### src/rtl/shift_ctrl_8.sv
// shift_ctrl_8: sequencer for shift_reg_8. Each byte produces one load, SHIFT_LEN shifts and GAP idle cycles.
// Latency: load is seen the cycle after the transfer edge, and done the cycle after the last shift.
// Backpressure: in_ready depends only on state and buffer occupancy. Pause freezes shifting with a one-cycle lag.
// Optional one-entry pending buffer: define SHIFT_CTRL_8_BUF_EN.
// shift is registered, so pause sampled at an edge suppresses the shift of the following cycle.
module shift_ctrl_8 #(
    parameter int WIDTH     = 8,
    parameter int SHIFT_LEN = 8,
    parameter int GAP       = 0
) (
    input  logic             clk,
    input  logic             rst,
    input  logic             in_valid,
    input  logic [WIDTH-1:0] in_data,
    output logic             in_ready,
    input  logic             pause,
    output logic [WIDTH-1:0] d_in,
    output logic             load,
    output logic             shift,
    output logic             busy,
    output logic             done
);

    localparam logic [7:0] LEN8 = 8'(SHIFT_LEN);
    localparam logic [7:0] GAP8 = 8'(GAP);

    typedef enum logic [1:0] {S_IDLE, S_LOAD, S_SHIFT, S_GAP} state_t;

    state_t           state;
    state_t           state_nxt;
    logic [7:0]       bit_cnt;
    logic [7:0]       gap_cnt;
    logic             xfer;
    logic             last_shift;
    logic             gap_end;
    logic             frame_end;
    logic             pending;
    logic [WIDTH-1:0] next_byte;
    logic             load_nxt;
    logic             shift_nxt;
    logic             done_nxt;
    logic [WIDTH-1:0] d_in_nxt;

    assign xfer       = in_valid && in_ready;
    // Exit compares the post-increment count, so exactly SHIFT_LEN shifts are issued.
    assign last_shift = (state == S_SHIFT) && shift && ((bit_cnt + 8'd1) == LEN8);
    assign gap_end    = (state == S_GAP) && ((gap_cnt + 8'd1) == GAP8);
    assign frame_end  = (last_shift && (GAP8 == 8'd0)) || gap_end;
    assign busy       = (state != S_IDLE);

`ifdef SHIFT_CTRL_8_BUF_EN
    logic             buf_vld;
    logic [WIDTH-1:0] buf_dat;

    assign in_ready  = !buf_vld && !rst;
    // A byte arriving on the frame-end edge goes straight to LOAD instead of the buffer.
    assign pending   = buf_vld || xfer;
    assign next_byte = buf_vld ? buf_dat : in_data;

    // Pending buffer: filled by mid-frame transfers and drained at frame end.
    always_ff @(posedge clk) begin
        if (rst) begin
            buf_vld <= 1'b0;
            buf_dat <= '0;
        end else if (frame_end && buf_vld) begin
            buf_vld <= 1'b0;
        end else if (xfer && (state != S_IDLE) && !frame_end) begin
            buf_vld <= 1'b1;
            buf_dat <= in_data;
        end
    end
`else
    assign in_ready  = (state == S_IDLE) && !rst;
    assign pending   = 1'b0;
    assign next_byte = in_data;
`endif

    // State register.
    always_ff @(posedge clk) begin
        if (rst) state <= S_IDLE;
        else     state <= state_nxt;
    end

    // Next-state logic.
    always_comb begin
        state_nxt = state;
        case (state)
            S_IDLE:  if (xfer) state_nxt = S_LOAD;
            S_LOAD:  state_nxt = S_SHIFT;
            S_SHIFT: begin
                if (frame_end)       state_nxt = pending ? S_LOAD : S_IDLE;
                else if (last_shift) state_nxt = S_GAP;
            end
            S_GAP:   if (frame_end) state_nxt = pending ? S_LOAD : S_IDLE;
            default: state_nxt = S_IDLE;
        endcase
    end

    // Next values of the registered outputs.
    always_comb begin
        load_nxt  = (state_nxt == S_LOAD);
        shift_nxt = (state_nxt == S_SHIFT) && !((state == S_SHIFT) && pause);
        done_nxt  = last_shift;
        d_in_nxt  = d_in;
        if ((state_nxt == S_LOAD) && (state != S_LOAD)) d_in_nxt = next_byte;
    end

    // Output and counter registers.
    always_ff @(posedge clk) begin
        if (rst) begin
            d_in    <= '0;
            load    <= 1'b0;
            shift   <= 1'b0;
            done    <= 1'b0;
            bit_cnt <= 8'd0;
            gap_cnt <= 8'd0;
        end else begin
            d_in  <= d_in_nxt;
            load  <= load_nxt;
            shift <= shift_nxt;
            done  <= done_nxt;
            if ((state_nxt == S_SHIFT) && (state != S_SHIFT)) bit_cnt <= 8'd0;
            else if (shift)                                   bit_cnt <= bit_cnt + 8'd1;
            if ((state_nxt == S_GAP) && (state != S_GAP))     gap_cnt <= 8'd0;
            else if (state == S_GAP)                          gap_cnt <= gap_cnt + 8'd1;
        end
    end

endmodule
### config.mk
export PLATFORM = sky130hd
export DESIGN_NAME = shift_ctrl_8
export DESIGN_NICKNAME = d
export VERILOG_FILES = /design/src/rtl/shift_ctrl_8.sv
export SDC_FILE = /design/constraint.sdc
export NUM_CORES = 1
export LEC_CHECK = 0
export CAP_MARGIN = 40
export CORE_MARGIN = 1
export CORE_UTILIZATION = 54
export CTS_CLUSTER_SIZE = 10
export DETAILED_ROUTE_END_ITERATION = 10
export HOLD_SLACK_MARGIN = 0.06
export PLACE_DENSITY_LB_ADDON = 0.08
export SLEW_MARGIN = 20
export SYNTH_ARGS = -nofsm -noshare
export SYNTH_HDL_FRONTEND = slang
export SYNTH_SLANG_ARGS = --single-unit
### constraint.sdc
create_clock -name clk -period 3.2 [get_ports clk]
set_input_delay 0.64 -clock clk [delete_from_list [all_inputs] [get_ports clk]]
set_output_delay 0.64 -clock clk [all_outputs]
set_load 0.02 [all_outputs]
==> results.ini, run 1 <==
[sta]
drv_slew = 0
finalSetupViolCount = 0
worstMarginPinSlew_ns = 0.5014
fmax_ghz = 0.4107
period_share_pct = 76.08
setup_slack_ns = 0.7654
finalSetupTns_ns = 0
hold_viol = 0
clock-skew-final_ns = 0.006599
min_period_ns = 2.435
slew_headroom_pct = 66.57
rsz0062_at_grt = false

[layout]
finalInstanceArea_mm2 = 0.001604
insertedDiodeCount = 0
finish.utilization_pct = 71.82
syn_to_final_growth_pct = 23.39
drive_gt1_share_pct = 4.494
nets = 192

[global_route]
grt_pass1_vias = 990
grt_pass1_wl_mm = 3.946
grt_overflow = 0
grt_max_degree = 20
antenna_found_initial = 0
track_usage_pct = 20.84

[synthesis]
synth_compound_gate_area_share_pct = 11.84
yosysSeqAreaShare_pct = 44.66
synthAdderAreaFrac_pct = 2.887
ys_warn_count = 0
synth_top_area_share_pct = 44.66
synth_mux_area_share_pct = 0.7700
synth-edff-count = 0
syn_nets = 167
synthArstFlopShare_pct = 0
ys_types = 32
synthSimpleGateAreaFrac_pct = 27.72
synthCells = 152
synth_top_family_by_area = simple AND/OR/NAND/NOR gates
syn_area_mm2 = 0.001300
synthTopCellsByArea = dfxtp_1, xor2_1, nand2b_1, o21ai_0, nand2_1
ys.flop_type = dfxtp_1
ys_ff_latch = 29
synth_xor_area_share_pct = 9.432
yosysTopAreaCell = dfxtp_1
synth.avg_cell_area_um2 = 8.553

[clock_tree]
clk_path_buf_depth = 2
cts_resized = 0
cts_buffers = 5
cts_sinks = 29
cts.clk_slew.worst_paths_ns = 0.08
clk_latency_ns = 0.32
cts_max_level = 2
cts_root_buf = clkbuf_4
cts_tree = yes
holdBufCountCts = 0
cts_setup_buffers = 0

[drt]
via_per_inst = 5.374
vias = 1107
first_pass_iters = 5
drt_iter0_drc = 15
drtAntennaViolNets = 0
drc_errors = 0
wl_mm = 2.448
wl_per_cell_um = 11.88

[power]
p_switching_mw = 0.1690
p_sw_share_pct = 24.93
p_leak_nw = 0.5779
powerDensity_mw_per_mm2 = 422.7
peakVddDrop_mv = 0.3564
pwr-share-comb_pct = 13.3
p_int_mw = 0.5091
pwr-share-seq_pct = 56.8
power_mw = 0.6781
p_clk_share_pct = 29.9

[place]
portBuffers = 24
place_ws_ns = 0.7733
globalplace.congestion = 0.8278
placed_area_mm2 = 0.001555
place_hpwl_mm = 1.740

[floorplan]
start_util_pct = 58.21
rows = 17
die_h_um = 51.07
core_mm2 = 0.002233
die_w_um = 51.07
ios = 25
dieArea_mm2 = 0.002608

[setup_path]
critPathKind = in2out
critPathMaxFanout = 2
cp-start-kind = input port
worstPathArrival_ns = 1.79
required_ns = 2.56
worstSetupEndpointType = primary output

[flow_run]
max_cap_violations = 0

[worst_hold_path]
hold_class = reg2reg

[run_status]
outcome = completed

==> path summary, 6_finish.rpt <==
kind / startpoint / end / slack, ns / cells after the start
worst max-delay path: rst / in_ready / 0.77 / 3
worst min-delay path: d_in[5] / d_in[5] / 0.47 / 2
worst max register to register: bit_cnt[0] / done / 1.42 / 6
worst min register to register: d_in[5] / d_in[5] / 0.47 / 2
==> power by group through the flow <==
stage	logic, mW	registers (mW)	clock network [mW]
2_1_floorplan	0.0355	0.403	0
3_3_place_gp	0.0890	0.393	0
3_5_place_dp	0.0906	0.394	0
4_1_cts	0.0914	0.386	0.207
5_1_grt	0.0975	0.388	0.227
6_report	0.0901	0.385	0.202
==> critical path: stages <==
cell and delay (ns):
clkdlybuf4s50_1 0.41, nor2_1 0.13, clkdlybuf4s50_1 0.61
==> cell usage after synthesis (5+ instances only) <==
library cell  instances
a21oi_1               6
clkbuf_1              6
dfxtp_1              29
nand2_1              17
nand2b_1             11
nand3_1               6
nor2_1               12
nor3_1                6
o21ai_0              13
or3_1                 5
xor2_1               11
==> metal layers <==
layer / wire length, um / global-route usage (%)
met5: 0 / 0
met4: 29 / 6.944
met3: 173 / 9.821
met2: 1145 / 34.65
met1: 1099 / 23.23
==> final cells by class <==
type	count	area, um^2
well taps	28	35.03
multi-input cells	114	684.4
flip-flops and latches	29	580.6
fillers	182	629.4
inverters	2	7.507
repair buffers	25	247.7
clock buffers	8	48.80
==> metrics by stage <==
step                std cells  hold WS (ns)
floorplan                 152        0.4716
global placement          198        0.4583
detailed placement        198        0.4646
CTS                       206        0.4768
global route              206        0.5042
finish                    206        0.4717
==> cell usage in the layout (no fill, tap or decap), drive strengths merged <==
cell and instances:
dfxtp 29, clkdlybuf4s50 24, nand2 17, o21ai 13
nor2 12, nand2b 11, xor2 11, clkbuf 8
nand3 7, a21oi 6, nor3 6, or3 5
and3 3, nand4 3, xnor2 3, ha 3
inv 2, or2 1, and2 1, mux2i 1
and4 1, o2111ai 1, a31oi 1, a211oi 1
a41o 1, or4 1, o221a 1, nor3b 1
o21a 1, and2b 1, o21bai 1, buf 1
==> registers in the layout, summed over array words and instances, names as in the netlist <==
register,flops
bit_cnt,8
d_in,8
done,1
gap_cnt,8
load,1
shift,1
state,2
==> logic make-up after synthesis <==
family,count (synthesis)
and+or+nand+nor,70
DFF,29
AOI/OAI and AO/OA,26
xor gates and xnor gates,14
buffers and inverters,9
adders and majority gates,3
muxes,1
(Power assumes the default switching activity.)
==> run 2, diff against run 1 <==
--- a/config.mk
+++ b/config.mk
@@ -7,7 +7,7 @@
 export LEC_CHECK = 0
 export CAP_MARGIN = 40
 export CORE_MARGIN = 1
-export CORE_UTILIZATION = 54
+export CORE_UTILIZATION = 50
 export CTS_CLUSTER_SIZE = 10
 export DETAILED_ROUTE_END_ITERATION = 10
 export HOLD_SLACK_MARGIN = 0.06
==> constraint.sdc (replaced) <==
create_clock -name clk -period 2.41 [get_ports clk]
set_input_delay 0.482 -clock clk [delete_from_list [all_inputs] [get_ports clk]]
set_output_delay 0.482 -clock clk [all_outputs]
set_load 0.02 [all_outputs]
==> run 2 against run 1 <==
Clock-buffer cell count did not move. Largest cell class unchanged. Clock skew barely moved. Largest power group unchanged. Routed wire length shrank 0.20%. Core utilization shrank 7.0 points. Sequential cell count unchanged. Worst hold slack better by 0.011 ns. Design area up 0.16%. Power grew 34%. Sequential power increased by 33%. First-iteration DRC count unchanged. Cell count rose by 0.97%.
==> results.ini, run 2 (same netlist as run 1, synthesis figures left out) <==
[run_status]
outcome = completed

[clock_tree]
cts_buffers = 5  ; unchanged
clk_latency_ns = 0.33  ; about the same
cts_root_buf = clkbuf_4
holdBufCountCts = 0  ; unchanged
cts_max_level = 2  ; unchanged
cts_resized = 0  ; unchanged
cts_setup_buffers = 0  ; unchanged
clk_path_buf_depth = 2  ; unchanged
cts_tree = yes
cts.clk_slew.worst_paths_ns = 0.09  ; about the same
cts_sinks = 29  ; unchanged

[place]
globalplace.congestion = 0.7742  ; -6.5%
place_hpwl_mm = 1.733  ; -0.41%
portBuffers = 24  ; unchanged

[sta]
fin_hold_ws_ns = 0.4822  ; +0.01050 ns
finalSetupTns_ns = 0  ; unchanged
fmax_ghz = 0.4606
drv_slew = 0  ; unchanged
hold_viol = 0  ; unchanged
clock-skew-final_ns = 0.006730  ; +0.0001314 ns
min_period_ns = 2.171
period_share_pct = 90.09
rsz0062_at_grt = false
slew_headroom_pct = 67.65  ; +1.1 points
worstMarginPinSlew_ns = 0.4852  ; -0.01620 ns
finalSetupViolCount = 0  ; unchanged

[floorplan]
ios = 25  ; unchanged
die_h_um = 52.99  ; +3.8%
dieArea_mm2 = 0.002808  ; +7.7%
rows = 18  ; +1
core_mm2 = 0.002477  ; +11%
die_w_um = 52.99  ; +3.8%
start_util_pct = 52.47  ; -5.7 points

[setup_path]
crit_family = buffers and inverters
worstSetupEndpointType = primary output
critical_path_buf_inv_count = 1  ; -1
required_ns = 1.93  ; -0.63 ns
cp_cell_sequence = or2_1 > nor2_1 > clkdlybuf4s50_1
cpPeakStageDelay_ns = 0.62  ; about the same
critPathKind = reg2out
critPathMaxFanout = 5  ; +3
worstPathArrival_ns = 1.69  ; -0.10 ns
slowest_stage = clkdlybuf4s50_1
cp-start-kind = flop

[worst_hold_path]
hold_class = reg2reg

[global_route]
grt_pass1_vias = 942  ; -4.8%
grt_overflow = 0  ; unchanged
grt_max_degree = 20  ; unchanged
antenna_found_initial = 0  ; unchanged
grt_pass1_wl_mm = 3.981  ; +0.89%
track_usage_pct = 20.59  ; -0.26 points

[layout]
nets = 192  ; unchanged
largestRegisters = bit_cnt: 8 flops, d_in: 8 flops, gap_cnt: 8 flops
insertedDiodeCount = 0  ; unchanged
mostFrequentLayoutCells = dfxtp_1, clkdlybuf4s50_1, nand2_1, o21ai_0, nor2_1
syn_to_final_growth_pct = 23.58
final_common_cell = dfxtp_1
drive_gt1_share_pct = 4.494  ; unchanged

[power]
powerDensity_mw_per_mm2 = 567.1  ; +34%
peakVddDrop_mv = 0.4201  ; +18%
p_leak_nw = 0.5779  ; unchanged

[drt]
wl_per_cell_um = 11.75  ; -1.2%
wl_mm = 2.443  ; -0.20%
drc_errors = 0  ; unchanged
drt_iter0_drc = 15  ; unchanged
via_per_inst = 5.144  ; -4.3%
drtAntennaViolNets = 0  ; unchanged
vias = 1070  ; -3.3%
first_pass_iters = 4  ; -1

[flow_run]
max_cap_violations = 0  ; unchanged

[run 2: worst paths after layout]
check	startpoint	to	slack (ns)	cells past startpoint
min reg2reg	d_in[2]	d_in[2]	0.48	2
max reg2reg	bit_cnt[0]	done	0.59	6
max	state[1]	in_ready	0.24	3
min	d_in[2]	d_in[2]	0.48	2
[run 2: power breakdown]
group	switching, mW	internal [mW]	leakage, nW
registers	0.0139	0.497	0.236
logic	0.0572	0.0625	0.316
clock network	0.164	0.116	0.0265
total	0.235	0.676	0.578
[run 2: worst min-delay path, cell delays in order (launching register included)]
cell	delay [ns]
dfxtp_1	0.32
nand2b_1	0.06
o21ai_0	0.06
[run 2: cell type report]
cell class | instances | area [um^2]
Tap cell | 30 | 37.54
Fill cell | 236 | 870.8
Inverter | 2 | 7.507
Multi-Input combinational cell | 114 | 684.4
Clock buffer | 8 | 48.80
Sequential cell | 29 | 580.6
Timing Repair Buffer | 25 | 247.7
[run 2: through the flow]
stage / instances / worst slack [ns] / utilization, % / instance area (um^2) / power (mW)
CTS: 208 / 0.2154 / 64.85 / 1607 / 0.9198
global route: 208 / 0.1553 / 64.85 / 1607 / 0.9568
finish: 208 / 0.2389 / 64.85 / 1607 / 0.9110
detailed placement: 200 / 0.2750 / 62.88 / 1558 / 0.6436
global placement: 200 / 0.2973 / 62.88 / 1558 / 0.6401
floorplan: 152 / 0.6740 / - / 1300 / 0.5828
[run 2: routing by layer]
layer | global-route usage [%] | share of wire, %
met1 | 25.61 | 48
met4 | 10.53 | 2.3
met2 | 29.32 | 44
met5 | 0 | 0
met3 | 9.483 | 5.6
==> run 3, diff against run 2 <==
--- a/config.mk
+++ b/config.mk
@@ -5,7 +5,6 @@
 export SDC_FILE = /design/constraint.sdc
 export NUM_CORES = 1
 export LEC_CHECK = 0
-export CAP_MARGIN = 40
 export CORE_MARGIN = 1
 export CORE_UTILIZATION = 50
 export CTS_CLUSTER_SIZE = 10
==> results of run 3 <==
Same layout as run 2: the final DEF is identical, and so are final timing and power.
